[src/rtl/reg_writeback_if.sv]
`default_nettype none
// ============================================================================
// Module      : reg_writeback_if
// Description : Bundles the ALU result port, the load return handshake,
//               the decode hazard query and the register file write port.
// Revision    : 1.0 - initial release
// ============================================================================
interface reg_writeback_if #(
  parameter int DEPTH = 2
);
  localparam int c_cw = $clog2(DEPTH) + 1;

  logic            alu_valid;
  logic [4:0]      alu_rd;
  logic [31:0]     alu_data;
  logic            alu_stall;

  logic            ld_valid;
  logic            ld_ready;
  logic [4:0]      ld_rd;
  logic [31:0]     ld_data;
  logic [c_cw-1:0] ld_count;

  logic [4:0]      hz_rs;
  logic            hz_busy;

  logic            WEN;
  logic [4:0]      RW;
  logic [31:0]     busW;

  // Upstream side: ALU, load return path, decode and register file observer.
  modport master (
    output alu_valid, alu_rd, alu_data,
    input  alu_stall,
    output ld_valid, ld_rd, ld_data,
    input  ld_ready, ld_count,
    output hz_rs,
    input  hz_busy,
    input  WEN, RW, busW
  );

  // Write-back block side.
  modport slave (
    input  alu_valid, alu_rd, alu_data,
    output alu_stall,
    input  ld_valid, ld_rd, ld_data,
    output ld_ready, ld_count,
    input  hz_rs,
    output hz_busy,
    output WEN, RW, busW
  );
endinterface
`default_nettype wire

[src/rtl/reg_writeback.sv]
`default_nettype none
// ============================================================================
// Module      : reg_writeback
// Description : Register file write-port initiator. Merges the in-order ALU
//               result (priority, no backpressure) with load returns buffered
//               in a small FIFO, answers decode hazard queries and stalls the
//               ALU periodically so queued loads cannot starve.
// Revision    : 1.0 - initial release
// ============================================================================
module reg_writeback #(
  parameter int DEPTH      = 2,
  parameter int STARVE_MAX = 4
) (
  input  logic            Clk,
  input  logic            rst,
  reg_writeback_if.slave  bus
);

  localparam int c_aw = $clog2(DEPTH);
  localparam int c_cw = c_aw + 1;
  localparam int c_sw = $clog2(STARVE_MAX + 1);

  localparam logic [c_cw-1:0] c_depth      = c_cw'(DEPTH);
  localparam logic [c_sw-1:0] c_starve_max = c_sw'(STARVE_MAX);

  // Load FIFO storage and bookkeeping
  logic [4:0]      r_rd_mem   [DEPTH];
  logic [31:0]     r_data_mem [DEPTH];
  logic [c_aw-1:0] r_wr_ptr;
  logic [c_aw-1:0] r_rd_ptr;
  logic [c_cw-1:0] r_count;

  // Anti-starvation state
  logic [c_sw-1:0] r_starve;
  logic            r_stall;

  // Register file write port
  logic            r_wen;
  logic [4:0]      r_rw;
  logic [31:0]     r_busw;

  logic            w_full;
  logic            w_empty;
  logic            w_ld_ready;
  logic            w_push;
  logic            w_alu_win;
  logic            w_pop;
  logic [c_sw-1:0] w_starve_inc;
  logic            w_starve_hit;
  logic [DEPTH-1:0] w_match;

  assign w_full     = (r_count == c_depth);
  assign w_empty    = (r_count == '0);
  // Full FIFO refuses a push even if it pops this cycle: no enqueue-through-pop.
  assign w_ld_ready = ~w_full & ~rst;
  // Loads to r0 complete the handshake but are never stored.
  assign w_push     = bus.ld_valid & w_ld_ready & (bus.ld_rd != 5'd0);
  // An ALU result to r0 is a non-write; the slot goes to the FIFO instead.
  assign w_alu_win  = bus.alu_valid & (bus.alu_rd != 5'd0);
  assign w_pop      = ~w_alu_win & ~w_empty;

  // An ALU win during a stall cycle is a protocol violation and does not count.
  assign w_starve_inc = r_starve + c_sw'(1);
  assign w_starve_hit = w_alu_win & ~r_stall & ~w_empty & (w_starve_inc == c_starve_max);

  // Hazard match against every occupied FIFO slot; offset from head decides occupancy.
  generate
    for (genvar i = 0; i < DEPTH; i++) begin : g_hz
      logic [c_aw-1:0] w_off;
      assign w_off      = c_aw'(i) - r_rd_ptr;
      assign w_match[i] = ({1'b0, w_off} < r_count) && (r_rd_mem[i] == bus.hz_rs);
    end
  endgenerate

  // The output stage counts as pending: the register file has no write-to-read bypass.
  assign bus.hz_busy   = (bus.hz_rs != 5'd0) &&
                         ((|w_match) || (r_wen && (r_rw == bus.hz_rs)));
  assign bus.ld_ready  = w_ld_ready;
  assign bus.ld_count  = r_count;
  assign bus.alu_stall = r_stall;
  assign bus.WEN       = r_wen;
  assign bus.RW        = r_rw;
  assign bus.busW      = r_busw;

  // FIFO payload write at the tail; contents need no reset since occupancy gates use.
  always_ff @(posedge Clk) begin
    if (w_push) begin
      r_rd_mem[r_wr_ptr]   <= bus.ld_rd;
      r_data_mem[r_wr_ptr] <= bus.ld_data;
    end
  end

  // FIFO pointers and occupancy; pointers wrap naturally at DEPTH.
  always_ff @(posedge Clk) begin
    if (rst) begin
      r_wr_ptr <= '0;
      r_rd_ptr <= '0;
      r_count  <= '0;
    end else begin
      if (w_push) r_wr_ptr <= r_wr_ptr + c_aw'(1);
      if (w_pop)  r_rd_ptr <= r_rd_ptr + c_aw'(1);
      case ({w_push, w_pop})
        2'b10:   r_count <= r_count + c_cw'(1);
        2'b01:   r_count <= r_count - c_cw'(1);
        default: r_count <= r_count;
      endcase
    end
  end

  // Starvation counter and the one-cycle ALU stall it triggers.
  always_ff @(posedge Clk) begin
    if (rst) begin
      r_starve <= '0;
      r_stall  <= 1'b0;
    end else begin
      r_stall <= w_starve_hit;
      if (w_pop || w_empty || w_starve_hit) begin
        r_starve <= '0;
      end else if (w_alu_win && !r_stall) begin
        r_starve <= w_starve_inc;
      end
    end
  end

  // Register file write port: ALU first, then FIFO head, otherwise hold address/data.
  always_ff @(posedge Clk) begin
    if (rst) begin
      r_wen  <= 1'b0;
      r_rw   <= 5'd0;
      r_busw <= 32'd0;
    end else if (w_alu_win) begin
      r_wen  <= 1'b1;
      r_rw   <= bus.alu_rd;
      r_busw <= bus.alu_data;
    end else if (w_pop) begin
      r_wen  <= 1'b1;
      r_rw   <= r_rd_mem[r_rd_ptr];
      r_busw <= r_data_mem[r_rd_ptr];
    end else begin
      r_wen  <= 1'b0;
    end
  end

endmodule
`default_nettype wire

[src/flat_wrapper.sv]
// flat-port wrapper written by rule: the top's interface ports become plain ports
module reg_writeback_flat 
#(
  parameter int DEPTH      = 2,
  parameter int STARVE_MAX = 4
)
  (Clk, rst, bus_alu_valid, bus_alu_rd, bus_alu_data, bus_alu_stall, bus_ld_valid, bus_ld_rd, bus_ld_data, bus_ld_ready, bus_ld_count, bus_hz_rs, bus_hz_busy, bus_WEN, bus_RW, bus_busW);
  reg_writeback_if #(.DEPTH(DEPTH)) bus_i ();
  input  logic Clk;
  input  logic rst;
  input wire logic [$bits(bus_i.alu_valid)-1:0] bus_alu_valid;
  input wire logic [$bits(bus_i.alu_rd)-1:0] bus_alu_rd;
  input wire logic [$bits(bus_i.alu_data)-1:0] bus_alu_data;
  output wire logic [$bits(bus_i.alu_stall)-1:0] bus_alu_stall;
  input wire logic [$bits(bus_i.ld_valid)-1:0] bus_ld_valid;
  input wire logic [$bits(bus_i.ld_rd)-1:0] bus_ld_rd;
  input wire logic [$bits(bus_i.ld_data)-1:0] bus_ld_data;
  output wire logic [$bits(bus_i.ld_ready)-1:0] bus_ld_ready;
  output wire logic [$bits(bus_i.ld_count)-1:0] bus_ld_count;
  input wire logic [$bits(bus_i.hz_rs)-1:0] bus_hz_rs;
  output wire logic [$bits(bus_i.hz_busy)-1:0] bus_hz_busy;
  output wire logic [$bits(bus_i.WEN)-1:0] bus_WEN;
  output wire logic [$bits(bus_i.RW)-1:0] bus_RW;
  output wire logic [$bits(bus_i.busW)-1:0] bus_busW;
  assign bus_i.alu_valid = bus_alu_valid;
  assign bus_i.alu_rd = bus_alu_rd;
  assign bus_i.alu_data = bus_alu_data;
  assign bus_alu_stall = bus_i.alu_stall;
  assign bus_i.ld_valid = bus_ld_valid;
  assign bus_i.ld_rd = bus_ld_rd;
  assign bus_i.ld_data = bus_ld_data;
  assign bus_ld_ready = bus_i.ld_ready;
  assign bus_ld_count = bus_i.ld_count;
  assign bus_i.hz_rs = bus_hz_rs;
  assign bus_hz_busy = bus_i.hz_busy;
  assign bus_WEN = bus_i.WEN;
  assign bus_RW = bus_i.RW;
  assign bus_busW = bus_i.busW;
  reg_writeback #(.DEPTH(DEPTH), .STARVE_MAX(STARVE_MAX)) u_core (.Clk(Clk), .rst(rst), .bus(bus_i));
endmodule
[config.mk]
export PLATFORM = sky130hd
export DESIGN_NAME = reg_writeback_flat
export DESIGN_NICKNAME = d
export VERILOG_FILES = /design/src/rtl/reg_writeback_if.sv /design/src/rtl/reg_writeback.sv /design/src/flat_wrapper.sv
export SDC_FILE = /design/constraint.sdc
export NUM_CORES = 1
export LEC_CHECK = 0
export ABC_AREA = 1
export BUFFER_PORTS_ARGS = -buffer_cell sky130_fd_sc_hd__clkbuf_2
export CELL_PAD_IN_SITES_DETAIL_PLACEMENT = 1
export CELL_PAD_IN_SITES_GLOBAL_PLACEMENT = 1
export CORE_MARGIN = 2
export CORE_UTILIZATION = 43
export CTS_CLUSTER_SIZE = 10
export DETAILED_ROUTE_END_ITERATION = 12
export GPL_TIMING_DRIVEN = 0
export PLACE_DENSITY = 0.83
export SETUP_SLACK_MARGIN = 0.15
export SLEW_MARGIN = 15
export SYNTH_ARGS = -nofsm -noshare
export SYNTH_HDL_FRONTEND = slang
export SYNTH_SLANG_ARGS = --single-unit
[constraint.sdc]
create_clock -name Clk -period 6.9 [get_ports Clk]
set_input_delay 1.38 -clock Clk [delete_from_list [all_inputs] [get_ports Clk]]
set_output_delay 1.38 -clock Clk [all_outputs]
set_load 0.02 [all_outputs]
* Word level (Yosys, flattened, before mapping) *
Memories as Yosys holds them, arrays and structs flattened. A register that Yosys moved wholly into a read port is not among the register bits.
Cells that the tools add are included.

operators by class
  add/subtract/negate cells = 7
  multipliers = 0
  divide/modulo/power cells = 0
  order comparisons = 2
  equality and inequality tests = 7
  shifts and indexed selects = 0
  multiplexer cells = 13
  bitwise logic cells = 13
  reductions and logical operators = 17

operators by type and width
  operator                                              count
  two-way mux 32 bit                                    2
  equality test 5 bit                                   3
  nonzero test 5 bit                                    3
  two-way mux 5 bit                                     2
  bitwise AND 1 bit                                     8
  two-way mux 1 bit                                     8
  logical AND 1 bit                                     5
  inverter 1 bit                                        5
  equality test 2 bit (second input constant)           2
  less-than comparator 1 x 2 -> 1 bit                   2
  one-hot mux 2 bit (2 select lines)                    1
  nonzero test 2 bit                                    2
  OR reduction 2 bit                                    2
  adder 3 x 1 -> 3 bit (second input constant)          1
  equality test 3 bit (second input constant)           1
  logical OR 1 bit                                      3
  adder 1 bit (second input constant)                   2
  adder 2 x 1 -> 2 bit (second input constant)          1
  equality test 2 x 1 -> 1 bit (second input constant)  1
  zero test 2 bit                                       1
  subtractor 1 bit (first input constant)               2
  subtractor 2 x 1 -> 2 bit (second input constant)     1
  zero test 1 bit                                       1

word-level totals
  flip-flop bits (word level) = 46
  latch bits = 0
  memory bits (writable) = 74
  memory bits (read-only) = 0
  bits of input ports = 83
  output and inout port bits = 43
  word-level logic and storage cells = 69
  memories kept = 2

memories
  name               depth  width  read ports  clocked after memory_dff  wr ports  line                 source
  u_core.r_data_mem  2      32     1           1                         1         reg_writeback.sv:28  logic [31:0] r_data_mem [DEPTH];
  u_core.r_rd_mem    2      5      3           1                         1         reg_writeback.sv:27  logic [4:0] r_rd_mem [DEPTH];

* Logic depth before layout (Yosys ltp) *
Gate-level depths: netlist (run 1).

  depth after elaboration = 7
  gate-level depth with buffers = 12
  mapped depth without buffers = 11

* Worst setup path after synthesis (run 1) *
No wires, ideal clock.

  path kind = in2reg
  start point = input rst
  end point = memory u_core.r_data_mem[0][0] (enable)
  setup time = 0.431 ns
  arrival time = 3.805 ns
  required time = 6.469 ns
  slack = 2.664 ns
  cell stages on the path = 4
  path buffers = 1
  cell sequence = clkbuf_1 a21oi_1 nand3_1 nor2_1

on the way
  cells in the longest elaborated chain, start to end = 6

ends and longest elaborated chain
  element                                  line                 source
  start, declared                          flat_wrapper.sv:10   input logic rst;
  inverter 1 bit                           reg_writeback.sv:55  assign w_ld_ready = ~w_full & ~rst;
  bitwise AND 1 bit                        reg_writeback.sv:55
  named net bus_ld_ready                   flat_wrapper.sv:18   output wire logic [$bits(bus_i.ld_ready)-1:0] bus_ld_ready;
  bitwise AND 1 bit (2 in series)          reg_writeback.sv:57  assign w_push = bus.ld_valid & w_ld_ready & (bus.ld_rd != 5'd0);
  two-way mux 1 bit                        reg_writeback.sv:87  if (w_push) begin
  two-way mux 1 bit (not written as such)  reg_writeback.sv:89  r_data_mem[r_wr_ptr] <= bus.ld_data;
  end, declared                            reg_writeback.sv:28

The timed path passes the listed nets, and every way through them passes these cells.

* Worst setup path in the final report (run 1) *
  start point = input bus_hz_rs[4]
  end point = output bus_hz_busy

on the way
  cells in the longest elaborated chain, start to end = 5
  elaborated cells on any way between the ends = 10
  classes of those cells = 3 x eq/ne; 7 x reduce/logical

ends and longest elaborated chain
  element                line                 source
  start, declared        flat_wrapper.sv:20   input wire logic [$bits(bus_i.hz_rs)-1:0] bus_hz_rs;
  equality test 5 bit    reg_writeback.sv:71  assign w_match[i] = ({1'b0, w_off} < r_count) && (r_rd_mem[i] == bus.hz_rs);
  logical AND 1 bit      reg_writeback.sv:71
  OR reduction 2 bit     reg_writeback.sv:77  ((|w_match) || (r_wen && (r_rw == bus.hz_rs)));
  logical OR 1 bit       reg_writeback.sv:77
  logical AND 1 bit (*)  reg_writeback.sv:76  assign bus.hz_busy = (bus.hz_rs != 5'd0) &&
  end, declared          flat_wrapper.sv:21   output wire logic [$bits(bus_i.hz_busy)-1:0] bus_hz_busy;

Every way passes the cells marked *; elsewhere a longest branch is shown, timed or not.

==> results by stage, run 1 <==
Status:
- The flow ran to the end, and the final reports show no timing, DRC or antenna violations.

Clock tree:
- The number of buffers inserted to repair setup after CTS is 0.
- Hold repair after CTS inserted 0 buffers.
- The clock tree from TritonCTS is yes.
- The clock transition time at the flip-flop clock pins of the worst setup and hold paths is 0.05 ns.
- The root buffer cell is sky130_fd_sc_hd__clkbuf_16.
- The H-tree generated during clock tree synthesis spans 4 levels.
- The post-CTS resize count is 0.
- The clock sink total is 121.
- The number of CTS-inserted buffers is 17.
- The number of buffers on the longest clock path is 2.
- The clock reaches the later pin of the worst-skew pair after 0.43 ns.

Cells and area:
- The number of antenna diodes is 0.
- The number of cells in the finished layout apart from fillers is 980.
- At the end of the flow the core is filled with cells to 55.1%.
- The number of nets at the end of the flow is 881.
- The count of filler cells inserted in the layout is 1584.
- The area growth from synthesis to layout is 25.5%.
- The share of post-route cells with drive strength above 1 is 25.9%.

Timing:
- The final hold violation count is 0.
- The final total negative setup slack is 0 ns.
- The post-route worst setup slack is 3.19 ns.
- Headroom to the max-slew limit came out at 61.2%.
- The clock arrives with 0.00807 ns of skew.
- Of the available clock period, the critical path in the final layout requires 53.8%.
- The number of failing setup endpoints in the final timing report is 0.
- For the finished layout, the period the worst path requires is 3.71 ns.
- The max-slew violation total from the final report is 0.
- Setup repair after global routing left no endpoint under its margin.
- The fmax is 0.269 GHz.
- The actual transition at the worst max-transition pin is 0.582 ns.

Setup path:
- The worst setup path is launched from an input port.
- The worst setup path is of the in2out kind.
- The data arrival time at the worst-slack endpoint is 2.33 ns.
- The required time of the critical path is 5.52 ns.
- In this run the worst path has a maximum fanout of 5.
- STA classifies the critical path endpoint as a primary output.

Floorplan:
- In this run the vertical extent of the chip is 117 microns.
- Once the floorplan was initialized, standard cells occupied 43.9% of the core.
- The die area is 0.0138 sq mm.
- The die is 117 microns wide.
- The initialized floorplan defines 41 standard-cell rows.
- Pin placement for this block handled 126 I/O pins.
- The core area is 0.0126 sq mm.

Routing:
- The count of nets left with antenna violations after detail routing is 0.
- In this run the top signal layer used is met4.
- The met3 wire length is 721 microns.
- The number of remaining DRC errors is 0.
- The length of routed wiring on met1 is 6800 microns.
- The total iterations of the first detailed-routing run is 4.
- The post-detailed-routing wire length is 16700 microns.
- In the routed layout, each cell is associated on average with a via count of 5.00.
- The routed layout has 4900 vias.
- Wire segments on met2 add up to 8830 microns in the final route.
- The violation count after the first detailed-routing iteration is 237.
- After detailed routing, the average wire length per cell comes to 17.0 microns.

GRT:
- For this run the aggregate overflow at the end of global routing stands at 0.
- The initial antenna violation count was 0.
- The number of global-route vias before repair is 5389.
- The pin count of the biggest net entering global routing is 28.
- For this run, the total global-route usage over all layers was measured as 25.3%.
- The global-route wire length before repair is 26900 microns.

Synthesis:
- The async set or reset register ratio after synthesis is 0%.
- The netlist uses 27 different library cells.
- The number of synthesized flops with an enable pin is 74.
- The number of storage elements in the synthesis netlist is 121.
- Sequential elements use 57.1% of the synthesized area.
- Among all flip-flop cells after synthesis, the most frequent one is sky130_fd_sc_hd__edfxtp_1.
- The top cell type's share of synthesized area is 40.1%.
- The number of warnings printed during yosys synthesis is 0.
- After synthesis, the most frequently instantiated cells are 244 x sky130_fd_sc_hd__nand2_1, 74 x sky130_fd_sc_hd__edfxtp_1, 74 x sky130_fd_sc_hd__nor2_1.
- The gate count of the mapped netlist is 651.
- The largest total area in the synthesized netlist belongs to sky130_fd_sc_hd__edfxtp_1.
- The summed instance area of the synthesized netlist is 0.00554 sq mm.
- By area the synthesized netlist is led by sky130_fd_sc_hd__edfxtp_1 40%, sky130_fd_sc_hd__dfxtp_1 17%, sky130_fd_sc_hd__nand2_1 17%.
- A synthesized cell averages 8.51 sq um.
- The most frequently used cell type in the post-synthesis netlist is sky130_fd_sc_hd__nand2_1.
- The post-synth net total is 737.

Placement:
- The HPWL reported at the end of detailed placement is 11700 microns.
- During placement, the flow inserted port buffers numbering 123.
- The number of placed cells counting well taps is 948.
- Prior to clock tree synthesis, the placed netlist has a worst setup slack of 3.22 ns.
- The congestion estimate from routability-driven global placement came to 0.882.

Run:
- The total of max-cap violations is 0.

Power and ir drop:
- The largest vdd supply drop is 0.192 mV.
- The total power consumption of the routed design is 2070 uW.
- The areal power density over the cells is 298 mW/mm^2.
- The leakage component of the power is 0.00327 uW.

Hold path:
- The tightest min-delay check is of the reg2reg type.
[final cells by class]
type                            instances  area, sq um  share of cell area (%)
Sequential cell                       121         3160                    45.5
Multi-Input combinational cell        431         1930                    27.8
Timing Repair Buffer                  125          656                    9.43
Clock buffer                           23          448                    6.45
Inverter                               70          265                    3.82
Tap cell                              172          215                    3.10
Buffer                                 29          195                    2.81
Clock inverter                          9         76.3                    1.10
[kinds of logic after synthesis]
group / after synthesis / synth area share (%)
flops: 121 / 57.1
compound gates: 36 / 4.45
fa+ha+maj: 3 / 0.678
simple gates: 392 / 29.5
buf+inv: 99 / 8.31
[registers in the layout, indices dropped and copies added, names as in the netlist, named ones only]
register / flops
u_core.bus.busW: 32
u_core.r_wr_ptr: 1
u_core.r_data_mem: 64
u_core.r_starve: 3
u_core.bus.ld_count: 2
u_core.bus.alu_stall: 1
u_core.r_rd_mem: 10
u_core.r_rd_ptr: 1
u_core.bus.WEN: 1
u_core.bus.RW: 5
[stage by stage]
| stage | cell area [sq um] | hold slack [ns] |
|---|---|---|
| 2_1_floorplan | 5540 | 0.454 |
| 4_1_cts | 6950 | 0.512 |
| 6_report | 6950 | 0.509 |
| 3_5_place_dp | 6420 | 0.485 |
| 5_1_grt | 6950 | 0.545 |
| 3_3_place_gp | 6370 | 0.457 |
[power breakdown]
group | switching [uW] | total (uW) | internal [uW]
Clock | 310 | 798 | 489
Combinational | 286 | 422 | 136
Sequential | 31.7 | 853 | 821
Total | 627 | 2070 | 1450
[layout by cell type, fill, tap and decap left out, drive strengths merged, types with 6 or more instances in the layout]
cell / count
a21oi: 27
buf: 26
clkbuf: 151
clkinv: 6
dfxtp: 47
edfxtp: 74
inv: 70
nand2: 247
nand3: 58
nor2: 78
o21ai: 8
[final timing paths]
kind	startpoint	end	slack (ns)	cells past startpoint
worst max-delay path	bus_hz_rs[4]	bus_hz_busy	3.19	10
worst min-delay path	u_core.bus.busW[25]	u_core.bus.busW[25]	0.51	2
worst max register to register	u_core.bus.ld_count[0]	u_core.r_data_mem[0][14]	4.76	5
worst min register to register	u_core.bus.busW[25]	u_core.bus.busW[25]	0.51	2
[routing by layer]
layer	vias to the layer above	global-route usage, %
met5	-	0
met4	0	11.4
met3	29	5.47
met2	129	46.1
met1	2379	28.2
li1	2363	-
[critical path: stages]
cell,delay [ns]
sky130_fd_sc_hd__clkbuf_2,0.13
sky130_fd_sc_hd__inv_1,0.07
sky130_fd_sc_hd__nand2_1,0.06
sky130_fd_sc_hd__o21ai_0,0.10
sky130_fd_sc_hd__nor2_1,0.15
sky130_fd_sc_hd__nand3_1,0.09
sky130_fd_sc_hd__nand3_1,0.08
sky130_fd_sc_hd__nand2_1,0.05
sky130_fd_sc_hd__inv_1,0.05
sky130_fd_sc_hd__clkbuf_2,0.16
(Power assumes the default switching activity.)
==> run 2: changes to the inputs <==
--- a/config.mk
+++ b/config.mk
@@ -10,11 +10,11 @@
 export CELL_PAD_IN_SITES_DETAIL_PLACEMENT = 1
 export CELL_PAD_IN_SITES_GLOBAL_PLACEMENT = 1
 export CORE_MARGIN = 2
-export CORE_UTILIZATION = 43
+export CORE_UTILIZATION = 40
 export CTS_CLUSTER_SIZE = 10
 export DETAILED_ROUTE_END_ITERATION = 12
 export GPL_TIMING_DRIVEN = 0
-export PLACE_DENSITY = 0.83
+export PLACE_DENSITY = 0.78
 export SETUP_SLACK_MARGIN = 0.15
 export SLEW_MARGIN = 15
 export SYNTH_ARGS = -nofsm -noshare
==> constraint.sdc (replaced) <==
create_clock -name Clk -period 3.5 [get_ports Clk]
set_input_delay 0.7 -clock Clk [delete_from_list [all_inputs] [get_ports Clk]]
set_output_delay 0.7 -clock Clk [all_outputs]
set_load 0.02 [all_outputs]
==> results by stage, run 2 (synthesis gave the netlist of run 1 again) <==
Floorplan:
- The core area is 0.0134 sq mm.
- Once the floorplan was initialized, standard cells occupied 41.3% of the core.
- The I/O pin count is 126.
- The die area is 0.0148 sq mm.
- The floorplan die width is 122 microns.
- The die height is 122 microns.
- The number of rows created at floorplan is 42.

Setup path:
- Along the worst path, the maximum fanout reaches 9.
- The data arrival time at the worst-slack endpoint is 1.76 ns.
- The critical path start-end classification is reg2out.
- The setup check on the worst reg-to-reg path leaves a slack of 1.21 ns.
- The critical path capture point is bus_hz_busy.
- The startpoint of the worst register-to-register path is u_core.bus.ld_count[0].
- The endpoint class of the critical path is a primary output.
- Measured in cells, the most critical reg-to-reg path has a length of 5.
- In this run the worst setup path begins at u_core.bus.ld_count[0].
- The category of the worst setup path launch point is a register.
- The critical register-to-register path endpoint is u_core.r_data_mem[1][22].
- For the worst setup path, the data required time is 2.80 ns.

Cells and area:
- The count of filler cells inserted in the layout is 1628.
- The register area is 0.00316 sq mm.
- Leaving out fill and tap cells, the most frequent cell in the layout is sky130_fd_sc_hd__nand2_1.
- The area growth from synthesis to layout is 27.1%.
- The share of the core filled with cells is 52.5%.
- The number of flip-flops under the largest register name is 64.
- In the layout the commonest cells are 244 x sky130_fd_sc_hd__nand2_1, 123 x sky130_fd_sc_hd__clkbuf_2, 74 x sky130_fd_sc_hd__edfxtp_1.
- In the final layout, the multi-input gates occupy 0.00193 sq mm.
- The share of post-route cells with drive strength above 1 is 26.2%.
- The register with the highest flop count is u_core.r_data_mem.
- The number of nets at the end of the flow is 881.
- 0 antenna diodes ended up in the layout.

GRT:
- The initial antenna violation count was 0.
- The total grt overflow is 0.
- The first global-routing pass estimated 26700 microns of wire.
- The number of global-route vias before repair is 5336.
- The total track usage is 24.1%.
- The pin count of the biggest net entering global routing is 26.

Clock tree:
- Buffers inserted to repair hold after CTS numbered 0.
- No sink is reached through more buffers than the 2 on the longest clock path.
- TritonCTS built the clock tree.
- Gates resized during post-CTS repair numbered 0.
- Clock latency on the worst-skew pair, taken at its later pin, is 0.42 ns.
- The clock transition time at the flip-flop clock pins of the worst setup and hold paths is 0.06 ns.
- The clock sink total is 121.
- The number of buffers inserted to repair setup after CTS is 0.
- CTS built an H-tree with a depth of 4.
- The number of CTS-inserted buffers is 17.
- The tree is rooted in a sky130_fd_sc_hd__clkbuf_16.

Timing:
- The final hold violation count was 0.
- At the pin with the least slew margin, the transition time is 0.546 ns.
- The max-slew violation total from the final report is 0.
- The routed design could run at a clock period as short as 2.46 ns.
- The worst slew margin relative to its limit is 63.6%.
- The final total negative setup slack is 0 ns.
- The worst clock skew on the final layout is 0.00645 ns.
- The final period utilization is 70.4%.
- The fmax is 0.406 GHz.
- The number of failing setup endpoints in the final timing report is 0.
- Setup repair after global routing left no endpoint under its margin.

Placement:
- The final weighted congestion in routability-driven placement is 0.832.
- The HPWL reported at the end of detailed placement is 11900 microns.
- Buffers placed on the I/O ports in this run total 123.

Hold path:
- The count of cells along the worst hold path is 1.
- The path class of the lowest-slack min-delay path is in2reg.

Power and ir drop:
- The design draws 4340 uW.
- VDD sags by at most 0.337 mV.
- Dividing total power by cell area gives a power density of 616 mW/mm^2.
- The leakage component of the power is 0.00330 uW.

Routing:
- After detailed routing, the number of remaining DRC violations is 0.
- After detailed routing, the average wire length per cell comes to 17.1 microns.
- The total iterations of the first detailed-routing run is 4.
- The post-detailed-routing wire length is 16800 microns.
- The violation count after the first detailed-routing iteration is 199.
- The detail route stage leaves a number of antenna-violating nets equal to 0.
- The detailed router placed 4912 vias in this run.
- The number of vias per cell is 4.99.

Status:
- The run finished with clean final reports.

Run:
- The tool flagged a number of max-cap violations equal to 0.
-- run 2: stage by stage --
stage	setup slack [ns]	area, sq um	std cells	hold slack, ns
global route	0.881	7040	984	0.458
finish	1.04	7040	984	0.471
global placement	-0.974	6370	950	0.458
CTS	1.02	7040	984	0.456
floorplan	-0.0561	5540	651	0.454
detailed placement	0.892	6430	952	0.469
-- run 2: worst max-delay path, stage by stage, from the launching register on --
cell and delay [ns]:
sky130_fd_sc_hd__dfxtp_1 0.50, sky130_fd_sc_hd__inv_2 0.09, sky130_fd_sc_hd__nand2_4 0.16, sky130_fd_sc_hd__nand2_1 0.08
sky130_fd_sc_hd__nor2_1 0.12, sky130_fd_sc_hd__nand3_1 0.09, sky130_fd_sc_hd__nand3_1 0.07, sky130_fd_sc_hd__nand2_1 0.05
sky130_fd_sc_hd__inv_1 0.04, sky130_fd_sc_hd__clkbuf_2 0.15
-- run 2: power breakdown --
| part | internal (uW) | switching [uW] |
|---|---|---|
| sequential | 1620 | 64.9 |
| combinational | 268 | 565 |
| clock | 1180 | 646 |
-- run 2: worst min path at each step --
stage | from | to
after detailed placement | u_core.bus.busW[25] | u_core.bus.busW[25]
after global placement | u_core.bus.busW[25] | u_core.bus.busW[25]
after CTS | bus_ld_data[13] | u_core.r_data_mem[1][13]
after global routing | bus_ld_data[11] | u_core.r_data_mem[0][11]
final | bus_ld_data[13] | u_core.r_data_mem[1][13]
after floorplan | u_core.r_wr_ptr | u_core.r_wr_ptr
-- run 2: per-layer routing --
layer  track usage (%)  vias up  wire length (microns)
met5                 0        -                      0
met4              9.34        0                    396
met3              5.81       35                    709
met2              44.0      126                   8880
met1              27.2     2395                   6860
li1                  -     2356                      -
-- run 2: area by class of cell --
cell class / count / area share [%]
tap: 176 / 3.13
clock inverter: 15 / 2.60
clock buffer: 17 / 6.04
buffer: 29 / 2.77
inverter: 70 / 3.77
multi-input combinational: 431 / 27.4
sequential: 121 / 44.9
timing repair buffer: 125 / 9.32
==> run 3: changes to the inputs <==
==> constraint.sdc (replaced) <==
create_clock -name Clk -period 2.5 [get_ports Clk]
set_input_delay 0.5 -clock Clk [delete_from_list [all_inputs] [get_ports Clk]]
set_output_delay 0.5 -clock Clk [all_outputs]
set_load 0.02 [all_outputs]
==> results by stage, run 3 (synthesis gave the netlist of run 1 again) <==
Cells and area:
- The library cell used most frequently in the layout, excluding fill and tap cells, is sky130_fd_sc_hd__nand2_1.
- The count of filler cells inserted in the layout is 1656.
- The area growth from synthesis to layout is 27.3%.
- The area of combinational cells with multiple inputs is 0.00193 sq mm.
- The register with the most flip-flops in the layout has 64 of them.
- Cells with a size suffix above 1 make up 27.2% of the layout.
- At the end of the flow, the number of nets in the layout was 881.
- In the layout the commonest cells are 244 x sky130_fd_sc_hd__nand2_1, 123 x sky130_fd_sc_hd__clkbuf_2, 74 x sky130_fd_sc_hd__edfxtp_1.
- Summing all flip-flop and latch instances after layout gives 0.00317 sq mm.
- The number of antenna diodes is 0.
- The share of the core filled with cells is 52.6%.
- More flip-flops sit in one register than any other, and that register is u_core.r_data_mem.

Floorplan:
- The number of rows created at floorplan is 42.
- The floorplan die width is 122 microns.
- The die covers 0.0148 sq mm.
- The I/O pin count is 126.
- The core region is 0.0134 sq mm.
- The effective utilization at floorplan is 41.3%.
- The die height is 122 microns.

Hold path:
- The path with the worst hold slack has its endpoint at u_core.r_data_mem[1][2].
- The beginning of the worst hold path is bus_ld_data[2].
- The count of cells along the worst hold path is 1.
- The worst hold path belongs to the class in2reg.

Routing:
- The pre-antenna-repair detailed-routing pass consisted of 4 iterations.
- In this run the remaining antenna-violating nets after routing total 0.
- For this run, design rule violations remaining after detail routing come to 0.
- The routed layout has 4854 vias.
- After detailed routing, the number of vias per cell comes to 4.93.
- The violation count after the first detailed-routing iteration is 243.
- For this block, the routed nets add up to 16500 microns of wire.
- Dividing the detail-routed wire length by the instance count gives 16.7 microns.

Setup path:
- The required time of the critical path is 2.00 ns.
- The endpoint class of the critical path is a primary output.
- The setup path with the least slack is of type reg2out.
- STA puts the critical path data arrival time at 1.66 ns.
- The startpoint of the worst register-to-register path is u_core.bus.ld_count[0].
- The worst setup slack for register-to-register paths is 0.51 ns.
- In this run the worst path has a maximum fanout of 9.
- The worst register-to-register path has a depth of 5.
- STA classifies the critical path startpoint as a register.
- The worst register-to-register path ends at u_core.r_data_mem[0][11].

Clock tree:
- After clock tree synthesis, the clock-pin slew on the worst setup and hold paths is 0.06 ns.
- The total of hold buffers inserted after clock tree synthesis is 0.
- The clock drives 121 sinks.
- The root buffer cell is sky130_fd_sc_hd__clkbuf_16.
- The maximum level of the CTS H-tree is 4.
- The number of CTS-inserted buffers is 17.
- The clock tree from TritonCTS is yes.
- The clock latency at the later pin of the worst-skew pair is 0.42 ns.
- The clock passes through at most 2 buffers.

GRT:
- The number of global-route vias before repair is 5230.
- The total grt overflow is 0.
- The first global-routing pass estimated 25900 microns of wire.
- Entering global routing, the biggest net connects 38 pins.
- The initial antenna violation count was 0.
- The total track usage is 23.5%.

Timing:
- The worst slew margin relative to its limit is 60.2%.
- The clock period minus worst slack is 2.16 ns.
- After layout, the worst path uses 86.5% of the clock period.
- The number of failing setup endpoints in the final timing report is 0.
- The actual transition at the worst max-transition pin is 0.598 ns.
- On the final layout, the worst clock skew is 0.00438 ns.
- Summed over all failing endpoints, the final setup total negative slack is 0 ns.
- Based on the critical path, the design can be clocked at up to 0.463 GHz.
- The final hold violation count is 0.
- Setup slack on the critical path of the routed design comes to 0.338 ns.
- Setup repair after global routing left no endpoint under its margin.
- The max-slew violation total from the final report is 0.

Run:
- The total of max-cap violations is 0.

Power and ir drop:
- VDD sags by at most 0.538 mV.
- The total power consumption of the routed design is 6070 uW.
- The leakage component of the power is 0.00331 uW.
- The areal power density over the cells is 860 mW/mm^2.

Placement:
- The wire-length estimate of the detail-placed layout is 11500 microns.
- The final weighted congestion in routability-driven placement is 0.806.
- The number of input and output port buffers inserted is 123.
- The setup slack after placement is -0.215 ns.

Status:
- The run finished with clean final reports.
## run 3: cell count changes in the layout (fill, tap and decap cells not counted), sizes merged
cell      change
bufinv        -1
clkinv        -3
clkinvlp      -1
inv           +5
## run 3: through the flow
step / instances / hold WS (ns) / instance area (sq um)
2_1_floorplan: 651 / 0.487 / 5560
3_3_place_gp: 950 / 0.492 / 6390
3_5_place_dp: 950 / 0.508 / 6390
4_1_cts: 982 / 0.239 / 7010
5_1_grt: 984 / 0.250 / 7050
6_report: 984 / 0.265 / 7050
## run 3: worst max path at each step
stage	start	endpoint	depth (start not counted)
2_1_floorplan	rst	u_core.r_data_mem[0][0]	4
3_3_place_gp	rst	u_core.r_data_mem[0][12]	4
3_5_place_dp	rst	u_core.r_data_mem[1][10]	4
4_1_cts	u_core.bus.ld_count[0]	u_core.r_data_mem[1][0]	4
5_1_grt	u_core.bus.ld_count[1]	bus_hz_busy	9
6_report	u_core.bus.ld_count[1]	bus_hz_busy	9
## run 3: area by class of cell
class	instances	share of cell area, %
sequential	121	44.9
tap	176	3.12
timing repair buffer	125	9.30
buffer	29	2.77
clock inverter	15	2.71
clock buffer	17	6.03
inverter	70	3.76
multi-input combinational	431	27.4
## run 3: metal layers
metal | global-route usage [%] | up-vias | part of all wire, %
met1 | 26.2 | 2345 | 41
met2 | 42.7 | 122 | 53
met3 | 5.34 | 28 | 4.3
li1 | - | 2359 | -
met4 | 10.1 | 0 | 2.2
met5 | 0 | - | 0
## run 3: repair_timing
item | in CTS | in global routing
gates resized for setup | 0 | 2
setup buffers | 0 | 0
hold endpoints to repair | 0 | 0
setup endpoints to repair | 74 | 1
pin swaps | 1 | 0
## run 3: critical path: stages, from the launching register on
cell and delay [ns]:
sky130_fd_sc_hd__dfxtp_2 0.40, sky130_fd_sc_hd__inv_2 0.08, sky130_fd_sc_hd__nand2_4 0.15, sky130_fd_sc_hd__nand2_1 0.07, sky130_fd_sc_hd__nor2_1 0.12, sky130_fd_sc_hd__nand3_1 0.09
sky130_fd_sc_hd__nand3_1 0.08, sky130_fd_sc_hd__nand2_1 0.05, sky130_fd_sc_hd__inv_1 0.04, sky130_fd_sc_hd__clkbuf_2 0.15
## run 3: power by group
group	internal, uW	switching, uW
Combinational	376	788
Sequential	2270	89.3
Clock	1590	963
